<file path="config.mk">
export PLATFORM = sky130hd
export DESIGN_NAME = store_unit
export DESIGN_NICKNAME = d
export VERILOG_FILES = /design/src/rtl/instr_type.sv /design/src/rtl/store_align.sv /design/src/rtl/store_unit.sv
export SDC_FILE = /design/constraint.sdc
export NUM_CORES = 1
export LEC_CHECK = 0
export CAP_MARGIN = 30
export CORE_MARGIN = 4
export CORE_UTILIZATION = 45
export DETAILED_ROUTE_END_ITERATION = 8
export PLACE_DENSITY = 0.8
export SLEW_MARGIN = 10
export SYNTH_ARGS = -nofsm -noshare
export SYNTH_HDL_FRONTEND = slang
export SYNTH_HIERARCHICAL = 1
export SYNTH_SLANG_ARGS = --single-unit
</file>
<file path="constraint.sdc">
create_clock -name clk -period 4.1 [get_ports clk]
set_input_delay 0.615 -clock clk [delete_from_list [all_inputs] [get_ports clk]]
set_output_delay 0.615 -clock clk [all_outputs]
set_load 0.02 [all_outputs]
</file>
<file path="src/rtl/instr_type.sv">
// rtl/instr_type.sv - store kinds, exception codes and decode helpers for the store unit
package instr_type;

  typedef enum logic [2:0] {
    sk_sb,
    sk_sh,
    sk_sw,
    sk_sd,
    sk_invalid
  } store_kind_t;

  typedef enum logic [1:0] {
    se_none,
    se_illegal,
    se_misaligned,
    se_access_fault
  } store_exc_t;

  typedef enum logic [1:0] {
    ST_IDLE,
    ST_REQ,
    ST_WAIT_RESP,
    ST_DONE
  } store_state_t;

  function automatic logic [3:0] store_size(input store_kind_t kind);
    case (kind)
      sk_sb:   return 4'd1;
      sk_sh:   return 4'd2;
      sk_sw:   return 4'd4;
      sk_sd:   return 4'd8;
      default: return 4'd0;
    endcase
  endfunction

  // SD only exists on a 64-bit datapath; elsewhere funct3=100 is illegal.
  function automatic store_kind_t decode_store(input logic [2:0] funct3, input logic sd_legal);
    case (funct3)
      3'b000:  return sk_sb;
      3'b010:  return sk_sh;
      3'b011:  return sk_sw;
      3'b100:  return sd_legal ? sk_sd : sk_invalid;
      default: return sk_invalid;
    endcase
  endfunction

endpackage

</file>
<file path="src/rtl/store_align.sv">
// rtl/store_align.sv - lane placement of store data/strobes and alignment check
module store_align
  import instr_type::*;
#(
  parameter int XLEN = 32,
  localparam int NB = XLEN / 8,
  localparam int OB = $clog2(NB)
) (
  input  logic [2:0]      kind,
  input  logic [OB-1:0]   addr,
  input  logic [XLEN-1:0] rs2_data,
  output logic [NB-1:0]   wstrb,
  output logic [XLEN-1:0] wdata,
  output logic            misaligned
);

  store_kind_t     k;
  logic [3:0]      size;
  logic [OB-1:0]   amask;
  logic [NB-1:0]   base_strb;
  logic [XLEN-1:0] base_data;

  always_comb begin
    k         = store_kind_t'(kind);
    size      = store_size(k);
    amask     = OB'(size - 4'd1);
    base_strb = '0;
    base_data = '0;
    case (k)
      sk_sb: begin
        base_strb[0]    = 1'b1;
        base_data[7:0]  = rs2_data[7:0];
      end
      sk_sh: begin
        base_strb[1:0]  = '1;
        base_data[15:0] = rs2_data[15:0];
      end
      sk_sw: begin
        base_strb[3:0]  = '1;
        base_data[31:0] = rs2_data[31:0];
      end
      sk_sd: begin
        base_strb = '1;
        base_data = rs2_data;
      end
      default: ;
    endcase
    // Accesses are never split, so any offset bit inside the access size is a fault.
    misaligned = (k != sk_invalid) && (|(addr & amask));
    wstrb      = base_strb << addr;
    wdata      = base_data << {addr, 3'b000};
  end

endmodule

</file>
<file path="src/rtl/store_unit.sv">
// rtl/store_unit.sv - sequential store unit: decode, align, memory handshake, timeout, completion
module store_unit
  import instr_type::*;
#(
  parameter int XLEN           = 32,
  parameter int TIMEOUT_CYCLES = 16,
  localparam int NB = XLEN / 8,
  localparam int OB = $clog2(NB)
) (
  input  logic            clk,
  input  logic            rst,
  input  logic            in_valid,
  output logic            in_ready,
  input  logic [2:0]      funct3,
  input  logic [XLEN-1:0] addr,
  input  logic [XLEN-1:0] rs2_data,
  output logic            mem_req_valid,
  input  logic            mem_req_ready,
  output logic [XLEN-1:0] mem_addr,
  output logic [XLEN-1:0] mem_wdata,
  output logic [NB-1:0]   mem_wstrb,
  input  logic            mem_resp_valid,
  input  logic            mem_resp_err,
  output logic            out_valid,
  output logic [1:0]      out_exc
);

  localparam int CW = $clog2(TIMEOUT_CYCLES + 1);

  store_state_t    state_q;
  logic            in_ready_q;
  logic            mem_req_valid_q;
  logic [XLEN-1:0] mem_addr_q;
  logic [XLEN-1:0] mem_wdata_q;
  logic [NB-1:0]   mem_wstrb_q;
  logic            out_valid_q;
  store_exc_t      out_exc_q;
  logic [CW-1:0]   cnt_q;
  logic [CW-1:0]   cnt_d;

  store_kind_t     kind;
  logic [NB-1:0]   al_wstrb;
  logic [XLEN-1:0] al_wdata;
  logic            al_misaligned;

  assign kind  = decode_store(funct3, XLEN == 64);
  assign cnt_d = cnt_q + CW'(1);

  store_align #(
    .XLEN(XLEN)
  ) u_align (
    .kind      (kind),
    .addr      (addr[OB-1:0]),
    .rs2_data  (rs2_data),
    .wstrb     (al_wstrb),
    .wdata     (al_wdata),
    .misaligned(al_misaligned)
  );

  always_ff @(posedge clk or posedge rst) begin
    if (rst) begin
      state_q         <= ST_IDLE;
      in_ready_q      <= 1'b1;
      mem_req_valid_q <= 1'b0;
      mem_addr_q      <= '0;
      mem_wdata_q     <= '0;
      mem_wstrb_q     <= '0;
      out_valid_q     <= 1'b0;
      out_exc_q       <= se_none;
      cnt_q           <= '0;
    end else begin
      out_valid_q <= 1'b0;
      case (state_q)
        ST_IDLE: begin
          if (in_valid) begin
            in_ready_q <= 1'b0;
            if (kind == sk_invalid) begin
              state_q     <= ST_DONE;
              out_valid_q <= 1'b1;
              out_exc_q   <= se_illegal;
            end else if (al_misaligned) begin
              state_q     <= ST_DONE;
              out_valid_q <= 1'b1;
              out_exc_q   <= se_misaligned;
            end else begin
              state_q         <= ST_REQ;
              mem_req_valid_q <= 1'b1;
              mem_addr_q      <= {addr[XLEN-1:OB], {OB{1'b0}}};
              mem_wdata_q     <= al_wdata;
              mem_wstrb_q     <= al_wstrb;
            end
          end
        end
        ST_REQ: begin
          if (mem_req_ready) begin
            mem_req_valid_q <= 1'b0;
            state_q         <= ST_WAIT_RESP;
            cnt_q           <= '0;
          end
        end
        ST_WAIT_RESP: begin
          // A response in the same cycle as the timeout takes precedence.
          if (mem_resp_valid) begin
            state_q     <= ST_DONE;
            out_valid_q <= 1'b1;
            out_exc_q   <= mem_resp_err ? se_access_fault : se_none;
          end else if (cnt_d == CW'(TIMEOUT_CYCLES)) begin
            state_q     <= ST_DONE;
            out_valid_q <= 1'b1;
            out_exc_q   <= se_access_fault;
            cnt_q       <= cnt_d;
          end else begin
            cnt_q <= cnt_d;
          end
        end
        ST_DONE: begin
          state_q    <= ST_IDLE;
          in_ready_q <= 1'b1;
          out_exc_q  <= se_none;
        end
        default: state_q <= ST_IDLE;
      endcase
    end
  end

  assign in_ready      = in_ready_q;
  assign mem_req_valid = mem_req_valid_q;
  assign mem_addr      = mem_addr_q;
  assign mem_wdata     = mem_wdata_q;
  assign mem_wstrb     = mem_wstrb_q;
  assign out_valid     = out_valid_q;
  assign out_exc       = out_exc_q;

endmodule

</file>
## Word-level counts from Yosys, hierarchy flattened

Cells that the tools add are included.

- Bits of input ports: 73
- Output and inout bits: 73
- Word-level logic and storage cells: 89
- Register bits after elaboration: 78

- Muxes and demuxes: 37
- Shift operators: 2
- Add/subtract/negate cells: 2
- Reductions and logical operators: 18
- Equal/unequal tests: 18
- Bitwise operators: 3

Operators with widths:

| kind | count |
|---|---|
| left shift 32 x 5 -> 32 bit | 1 |
| two-way mux 2 bit | 12 |
| two-way mux 16 bit | 1 |
| two-way mux 8 bit | 2 |
| one-hot mux 2 bit (4 select lines) | 2 |
| == test 3 x 2 -> 1 bit (second input constant) | 4 |
| two-way mux 1 bit | 12 |
| two-way mux 5 bit | 2 |
| != test 2 bit (second input constant) | 5 |
| one-hot mux 5 bit (2 select lines) | 1 |
| != test 3 bit (second input constant) | 3 |
| one-hot mux 3 bit (3 select lines) | 1 |
| AND reduction 4 bit | 2 |
| logical NOT 3 bit | 2 |
| one-hot mux 1 bit (2 select lines) | 3 |
| one-hot mux 2 bit (3 select lines) | 1 |
| AND reduction 3 bit | 2 |
| nonzero test 2 bit | 3 |
| adder 5 x 1 -> 5 bit (second input constant) | 1 |
| == test 5 bit (second input constant) | 1 |
| AND reduction 5 bit | 1 |
| == test 2 bit (second input constant) | 2 |
| OR reduction 2 bit | 2 |
| OR reduction 4 bit | 1 |
| other kinds (12) | 13 |

## Logic depth before layout (Yosys ltp)

Gate-level depths: netlist (run 1).

- Depth after elaboration: 12
- Depth in mapped cells: 11
- Gate-level depth less buffers: 10

## Cells and area by module

The synthesis (run 1) kept the hierarchy.

Modules (own cells, without submodules):

| module | cells each | seq. area each (um^2) | instances | area an instance (um^2) |
|---|---|---|---|---|
| store_unit | 237 | 1953.1 | 1 | 3468.3 |
| store_align | 99 | 0.0 | 1 | 696.9 |

## Least setup slack after synthesis (run 1)

Ideal clock, no wire load.

- Path kind: input to register
- Start point: input port funct3[0]
- End point: register mem_addr_q[10] (netlist: mem_addr[10])
- Required time: 3.975 ns
- Path buffers: 2
- Cell stages on the path: 11
- Slack: 1.014 ns
- Setup time: 0.125 ns
- Data arrival time: 2.961 ns
- Path through: nor2b_4 -> or2_2 -> or3_2 -> ha_1 -> nand2b_1 -> a22oi_1 -> nor3_4 -> nand3_2 -> buf_6 -> buf_6 -> mux2_4

- Cells in the longest elaborated chain, start to end: 10
- Elaborated cells between the ends (all ways): 18
- Classes of those cells: add/sub: 1; eq/ne: 7; mux: 2; bitwise: 3; reduce/logical: 5

RTL lines:

| element | RTL line | source |
|---|---|---|
| start: declaration | store_unit.sv:14 | `input logic [2:0] funct3,` |
| == test 3 x 2 -> 1 bit or logical NOT 3 bit (tied branches) | instr_type.sv:38 | `case (funct3)` |
| one-hot mux 3 bit (3 select lines) (*) | instr_type.sv:38 |  |
| net kind[2] | store_unit.sv:41 | `store_kind_t kind;` |
| == test 3 x 2 -> 1 bit (tied with other cells) | instr_type.sv:27 | `case (kind)` |
| one-hot mux 2 bit (4 select lines) | instr_type.sv:27 |  |
| subtractor 2 x 1 -> 2 bit | store_align.sv:26 | `amask = OB'(size - 4'd1);` |
| bitwise AND 2 bit | store_align.sv:49 | `misaligned = (k != sk_invalid) && (\|(addr & amask));` |
| OR reduction 2 bit | store_align.sv:49 |  |
| logical AND 1 bit (*) | store_align.sv:49 |  |
| net al_misaligned | store_unit.sv:44 | `logic al_misaligned;` |
| inverter 1 bit (no line) (*) | n/a |  |
| AND reduction 4 bit (no line) (*) | n/a |  |
| end signal: assignment | store_unit.sv:88 | `mem_addr_q <= {addr[XLEN-1:OB], {OB{1'b0}}};` |
| end: declaration | store_unit.sv:33 | `logic [XLEN-1:0] mem_addr_q;` |

The timed path passes the listed nets; every way through them passes the cells marked *.
A chain may end at the register's enable or synchronous reset.

## Worst setup path in the final report (run 1)

- Start point: input port funct3[1]
- End point: register mem_wstrb_q[0] (netlist: mem_wstrb[0])

- Cells in the longest elaborated chain, start to end: 10
- Elaborated cells between the ends (all ways): 25
- Classes of those cells: add/sub: 1; eq/ne: 7; shift: 1; mux: 5; bitwise: 3; reduce/logical: 8

RTL lines:

| element | RTL line | source |
|---|---|---|
| == test 3 x 2 -> 1 bit or logical NOT 3 bit (tied branches) | instr_type.sv:38 |  |
| one-hot mux 3 bit (3 select lines) (*) | instr_type.sv:38 |  |
| net kind[2] | store_unit.sv:41 |  |
| == test 3 x 2 -> 1 bit (tied with other cells) | instr_type.sv:27 |  |
| one-hot mux 2 bit (4 select lines) | instr_type.sv:27 |  |
| subtractor 2 x 1 -> 2 bit | store_align.sv:26 |  |
| bitwise AND 2 bit | store_align.sv:49 |  |
| OR reduction 2 bit | store_align.sv:49 |  |
| logical AND 1 bit (*) | store_align.sv:49 |  |
| net al_misaligned | store_unit.sv:44 |  |
| inverter 1 bit (no line) (*) | n/a |  |
| AND reduction 4 bit (no line) (*) | n/a |  |
| end signal: assignment | store_unit.sv:90 | `mem_wstrb_q <= al_wstrb;` |
| end: declaration | store_unit.sv:35 | `logic [NB-1:0] mem_wstrb_q;` |

Marked as above.

==> flow_metrics.tcl, run 1 <==
set metrics [dict create \
    cts_buffer_depth 2 \
    cts_tree "done" \
    htreeDepth 3 \
    crit_path_end_kind "flop" \
    clock_latency_ns 0.35 \
    critical_path_required_ns 4.33 \
    numCtsBuffers 9 \
    start_util 0.4707 \
    clk_pin_slew_ns 0.09 \
    drt_iter0_drc 134 \
    grt_pass1_vias 3385 \
    rows 34 \
    max_freq_mhz 296.1 \
    io_pins 146 \
    crit_fanout 49 \
    synth-xor-area-share 0 \
    port_buffers 143 \
    clock-root-buffer "clkbuf_8" \
    drive_above_1_share 0.2162 \
    fin_crit_sh 0.8237 \
    path_cells "clkdlybuf4s50_1, nor2b_4, or2_2, or3_2, ha_1, nand2b_1, a22oi_1, nor3_4, nand3_4, buf_12, mux2_2" \
    placed_cells 572 \
    synth.yosys.seq_area_share 0.4689 \
    nets 555 \
    yosysWarnings 6 \
    cap_violations 0 \
    drc 0 \
    synth-compound-area-share 0.1018 \
    grt_overflow 0 \
    hold_buffers 0 \
    routedWlPerCell_um 18.48 \
    area_growth_pct 41.00 \
    setup-violations-final 0 \
    postCtsSetupRepairBufs 0 \
    r2r_slack_ns 2.09 \
    die_x_um 104.2 \
    grt_pass1_wl_mm 17.62 \
    netlist_area_mm2 0.004165 \
    holdWs_ns 0.4449 \
    grt_max_degree 52 \
    critPathKind "in2reg" \
    synth.area.mux_share 0.2487 \
    ys_types 51 \
    synth_top_family_by_area "multiplexers" \
    r2r_start "state_q[0]" \
    antenna_found_initial 0 \
    synth-edff-count 0 \
    setup.worst_path.start_class "input port" \
    power.density_mw_per_mm2 588.1 \
    synthArstFlopShare 1.000 \
    dr.pass1.iters 4 \
    crit_slowest_cell "clkdlybuf4s50_1" \
    grtUsageTotal 0.2012 \
    die_h_um 104.2 \
    vias_per_cell 5.458 \
    ff2ff_path_depth 5 \
    synth-simple-area-share 0.1132 \
    path_buf_inv 2 \
    gp_congestion 0.8550 \
    slew_headroom 0.6058 \
    cts_resized 0 \
    power_leakage_nw 2.669 \
    fin_cells 589 \
    ant_nets 0 \
    worstReg2RegEnd "out_exc[0]" \
    hp-class "in2async" \
    ys.flop_type "dfrtp_1" \
    ys_ff_latch 78 \
    critPathMaxStageDelay_ns 0.54 \
    core_region_area_mm2 0.008848 \
    fin_worst_skew_ns 0.008130 \
    yosys.area_share.adder 0.01802 \
    via_count 3215 \
    antenna_cells 0 \
    period_needed_ns 3.377 \
    fp.dieArea_mm2 0.01086 \
    hold_viol 0 \
    hpwl_mm 8.099 \
    num-fill-cells 675 \
    postSynthCellCount 336 \
    tightest_slew_ns 0.5913 \
    rsz0062_at_grt "false" \
    wl_mm 10.89 \
    cpLargestDelayFamily "simple AND/OR/NAND/NOR gates" \
    clock-sinks 78 \
    slew_viol_final 0 \
    status "completed" \
    peakVddDrop_uv 324.1 \
    layout_commonest_cell "clkdlybuf4s50_1" \
    finalSetupTns_ns 0 \
    final_cell_mix "clkdlybuf4s50_1, dfrtp_1, mux2_4, mux2_2, nor2_1" \
    crit_arrival_ns 3.61 \
    synth.avg_cell_area_um2 12.40 \
]
[how the worst max path moves through the flow]
stage	cells past startpoint	start	slack (ns)	endpoint
6_report	11	funct3[1]	0.72	mem_wstrb[0]
5_1_grt	11	funct3[1]	0.57	mem_wstrb[0]
4_1_cts	11	funct3[1]	0.72	mem_wstrb[0]
3_5_place_dp	11	funct3[0]	0.36	mem_wstrb[0]
3_3_place_gp	11	funct3[1]	0.47	mem_addr[31]
2_1_floorplan	11	funct3[0]	1.01	mem_addr[10]
[power breakdown]
part / switching, mW / internal (mW)
clock network: 0.320 / 0.297
logic: 0.741 / 0.884
registers: 0.171 / 1.04
total: 1.23 / 2.22
[layer usage]
| layer | routed length, um | GRT usage | up-vias |
|---|---|---|---|
| met1 | 4447 | 0.2466 | 1559 |
| met5 | 0 | 0 | - |
| li1 | - | - | 1503 |
| met2 | 5516 | 0.3417 | 135 |
| met3 | 649 | 0.05090 | 18 |
| met4 | 271 | 0.07502 | 0 |
[cells by family after synthesis]
kind of cell             Yosys count
AO/OA/AOI/OAI                     61
adder cells (fa/ha/maj)            6
buffers and inverters             30
flip-flops                        78
multiplexers                      80
other                              1
AND/OR/NAND/NOR                   80
[sequential cells by signal, indices dropped and copies added, names as in the netlist]
register,flops
cnt_q,5
mem_req_valid,1
in_ready,1
state_q,2
out_exc,2
mem_wdata,32
out_valid,1
mem_wstrb,4
mem_addr,30
[stage by stage]
| stage | utilization | setup WS [ns] | instance area (um2) | power [mW] |
|---|---|---|---|---|
| 2_1_floorplan | - | 1.014 | 4169 | 2.130 |
| 3_5_place_dp | 0.6367 | 0.3595 | 5634 | 2.854 |
| 4_1_cts | 0.6606 | 0.7242 | 5846 | 3.482 |
| 6_report | 0.6637 | 0.7230 | 5873 | 3.454 |
| 3_3_place_gp | 0.6367 | 0.4735 | 5634 | 2.803 |
| 5_1_grt | 0.6637 | 0.5721 | 5873 | 3.647 |
[cell usage after synthesis, types with 2 or more instances]
library cell	count	area [um2]
o2bb2ai_1	8	70.07
and3_1	2	12.51
buf_6	8	90.09
nor3_1	2	10.01
nand4_1	4	25.02
o21ai_0	12	60.06
dfrtp_1	77	1927
o22ai_1	9	56.30
buf_4	6	45.04
or2_1	2	12.51
a21oi_1	6	30.03
nand2_1	13	48.80
a211oi_1	2	15.01
nand2b_1	4	25.02
nand3_1	2	10.01
mux2_2	28	315.3
clkbuf_1	3	11.26
mux2_4	40	600.6
and2_1	8	50.05
nor2_1	17	63.81
nand3b_1	2	15.01
ha_1	6	75.07
nor2b_1	10	62.56
o31a_1	2	17.52
mux2i_1	12	120.1
a22oi_1	16	120.1
buf_2	5	25.02
inv_1	7	26.28
[layout make-up]
type                            instances  area, um2  share of cell area
Clock buffer                            9      123.9             0.02109
Clock inverter                          7      87.58             0.01491
Inverter                                7      27.53            0.004687
Multi-Input combinational cell        229       2022              0.3443
Sequential cell                        78       1953              0.3326
Tap cell                              108      135.1             0.02301
Timing Repair Buffer                  151       1524              0.2595
(Power assumes the default switching activity.)
==> run 2, diff against run 1 <==
- clock period: 4.1 -> 3.46 ns (I/O delays scaled with it)
==> run 2 against run 1 <==
Against the previous run:
- total power up 16%
- clock skew down 0.0030 ns
- largest cell class unchanged
- first-iteration DRC count up 28%
- sequential share of layout area down 0.13 points
- critical path depth unchanged
- sequential cell count unchanged
==> flow_metrics.tcl, run 2 (same netlist as run 1, synthesis figures left out) <==
set metrics [dict create \
    status "completed" \
    path_cells "clkdlybuf4s50_1, nor2b_4, or2_2, or3_2, ha_1, nand2b_1, a22oi_1, nor3_4, nand3_4, buf_4, mux2_2" \
    crit_fanout 11 \
    placed_cell_area_mm2 0.005712 \
    wl_mm 11.09 \
    hold_buffers 0 \
    num-fill-cells 682 \
    cts_buffer_depth 2 \
    hpwl_mm 8.523 \
    dr.pass1.iters 4 \
    vias_per_cell 5.437 \
    cap_violations 0 \
    fin_worst_skew_ns 0.005095 \
    drive_above_1_share 0.2259 \
    die_h_um 104.2 \
    grtUsageTotal 0.2025 \
    fin_cells 595 \
    finalSetupTns_ns 0 \
    rows 34 \
    clock-sinks 78 \
    grt_pass1_vias 3414 \
    critical_path_required_ns 3.69 \
    design_area_mm2 0.005896 \
    clock-root-buffer "clkbuf_8" \
    final_cell_mix "clkdlybuf4s50_1, dfrtp_1, mux2_4, mux2_2, nor2_1" \
    critPathMaxStageDelay_ns 0.53 \
    core_region_area_mm2 0.008848 \
    die_x_um 104.2 \
    area_growth_pct 41.54 \
    max_freq_mhz 319.6 \
    crit_path_end_kind "flop" \
    cts_resized 0 \
    antenna_found_initial 0 \
    io_pins 146 \
    placed_cells 579 \
    power_mw 4.006 \
    port_buffers 143 \
    hold_viol 0 \
    start_util 0.4707 \
    clk_pin_slew_ns 0.08 \
    htreeDepth 3 \
    hp-class "reg2reg" \
    via_count 3235 \
    slew_viol_final 0 \
    slew_headroom 0.5293 \
    critPathKind "in2reg" \
    nets 561 \
    crit_arrival_ns 3.35 \
    routedWlPerCell_um 18.64 \
    ant_nets 0 \
    tightest_slew_ns 0.7053 \
    grt_overflow 0 \
    period_needed_ns 3.129 \
    power_leakage_nw 2.682 \
    setup-violations-final 0 \
    drt_iter0_drc 171 \
    numCtsBuffers 9 \
    gp_congestion 0.8890 \
    largest_reg_flops 32 \
    antenna_cells 0 \
    fp.dieArea_mm2 0.01086 \
    power.density_mw_per_mm2 679.5 \
    crit_slowest_cell "clkdlybuf4s50_1" \
    postCtsSetupRepairBufs 0 \
    fin_crit_sh 0.9044 \
    drc 0 \
    clock_latency_ns 0.34 \
    cts_tree "done" \
    grt_pass1_wl_mm 17.66 \
    layout_commonest_cell "clkdlybuf4s50_1" \
    grt_max_degree 41 \
    rsz0062_at_grt "false" \
    peakVddDrop_uv 378.7 \
    setup.worst_path.start_class "input port" \
]
## run 2: layer usage
| metal | up-vias | wire length [um] | global-route usage |
|---|---|---|---|
| met3 | 16 | 511 | 0.03414 |
| met2 | 116 | 5834 | 0.3658 |
| met4 | 0 | 203 | 0.07407 |
| met1 | 1594 | 4543 | 0.2411 |
| met5 | - | 0 | 0 |
| li1 | 1509 | - | - |
## run 2: worst max-delay path: cells and delay by family
kind | cells | cell delay (ns)
adder cells (fa/ha/maj) | 1 | 0.27
AO/OA/AOI/OAI | 1 | 0.24
AND/OR/NAND/NOR | 6 | 1.18
buffers and inverters | 2 | 0.78
multiplexers | 1 | 0.36
## run 2: power breakdown
group	total, mW	switching (mW)	internal [mW]
sequential	1.44	0.208	1.23
clock	0.632	0.349	0.284
combinational	1.93	0.877	1.06
## run 2: layout make-up
class / instances / area, um2 / share of cell area
well taps: 108 / 135.1 / 0.02292
clock buffers: 10 / 137.6 / 0.02334
flip-flops and latches: 78 / 1953 / 0.3313
clock inverters: 6 / 46.29 / 0.007852
multi-input cells: 229 / 2022 / 0.3430
repair buffers: 157 / 1574 / 0.2670
inverters: 7 / 27.53 / 0.004669
## run 2: metrics by stage
| stage | util | hold slack (ns) | worst slack [ns] |
|---|---|---|---|
| 5_1_grt | 0.6663 | 0.5253 | 0.1706 |
| 4_1_cts | 0.6663 | 0.5132 | 0.3397 |
| 3_3_place_gp | 0.6455 | 0.4877 | 0.02092 |
| 6_report | 0.6663 | 0.5070 | 0.3309 |
| 3_5_place_dp | 0.6455 | 0.4932 | -0.01818 |
| 2_1_floorplan | - | 0.5219 | 0.4699 |
## run 2: path summary, 6_finish.rpt
kind	start	endpoint	slack, ns	cells past startpoint
max	funct3[1]	mem_wdata[30]	0.33	11
min	mem_wdata[5]	mem_wdata[5]	0.51	1
max reg2reg	state_q[0]	out_exc[1]	1.48	5
min reg2reg	mem_wdata[5]	mem_wdata[5]	0.51	1
max in group asynchronous	rst	in_ready	2.17	3
min in group asynchronous	rst	mem_wstrb[0]	0.59	2
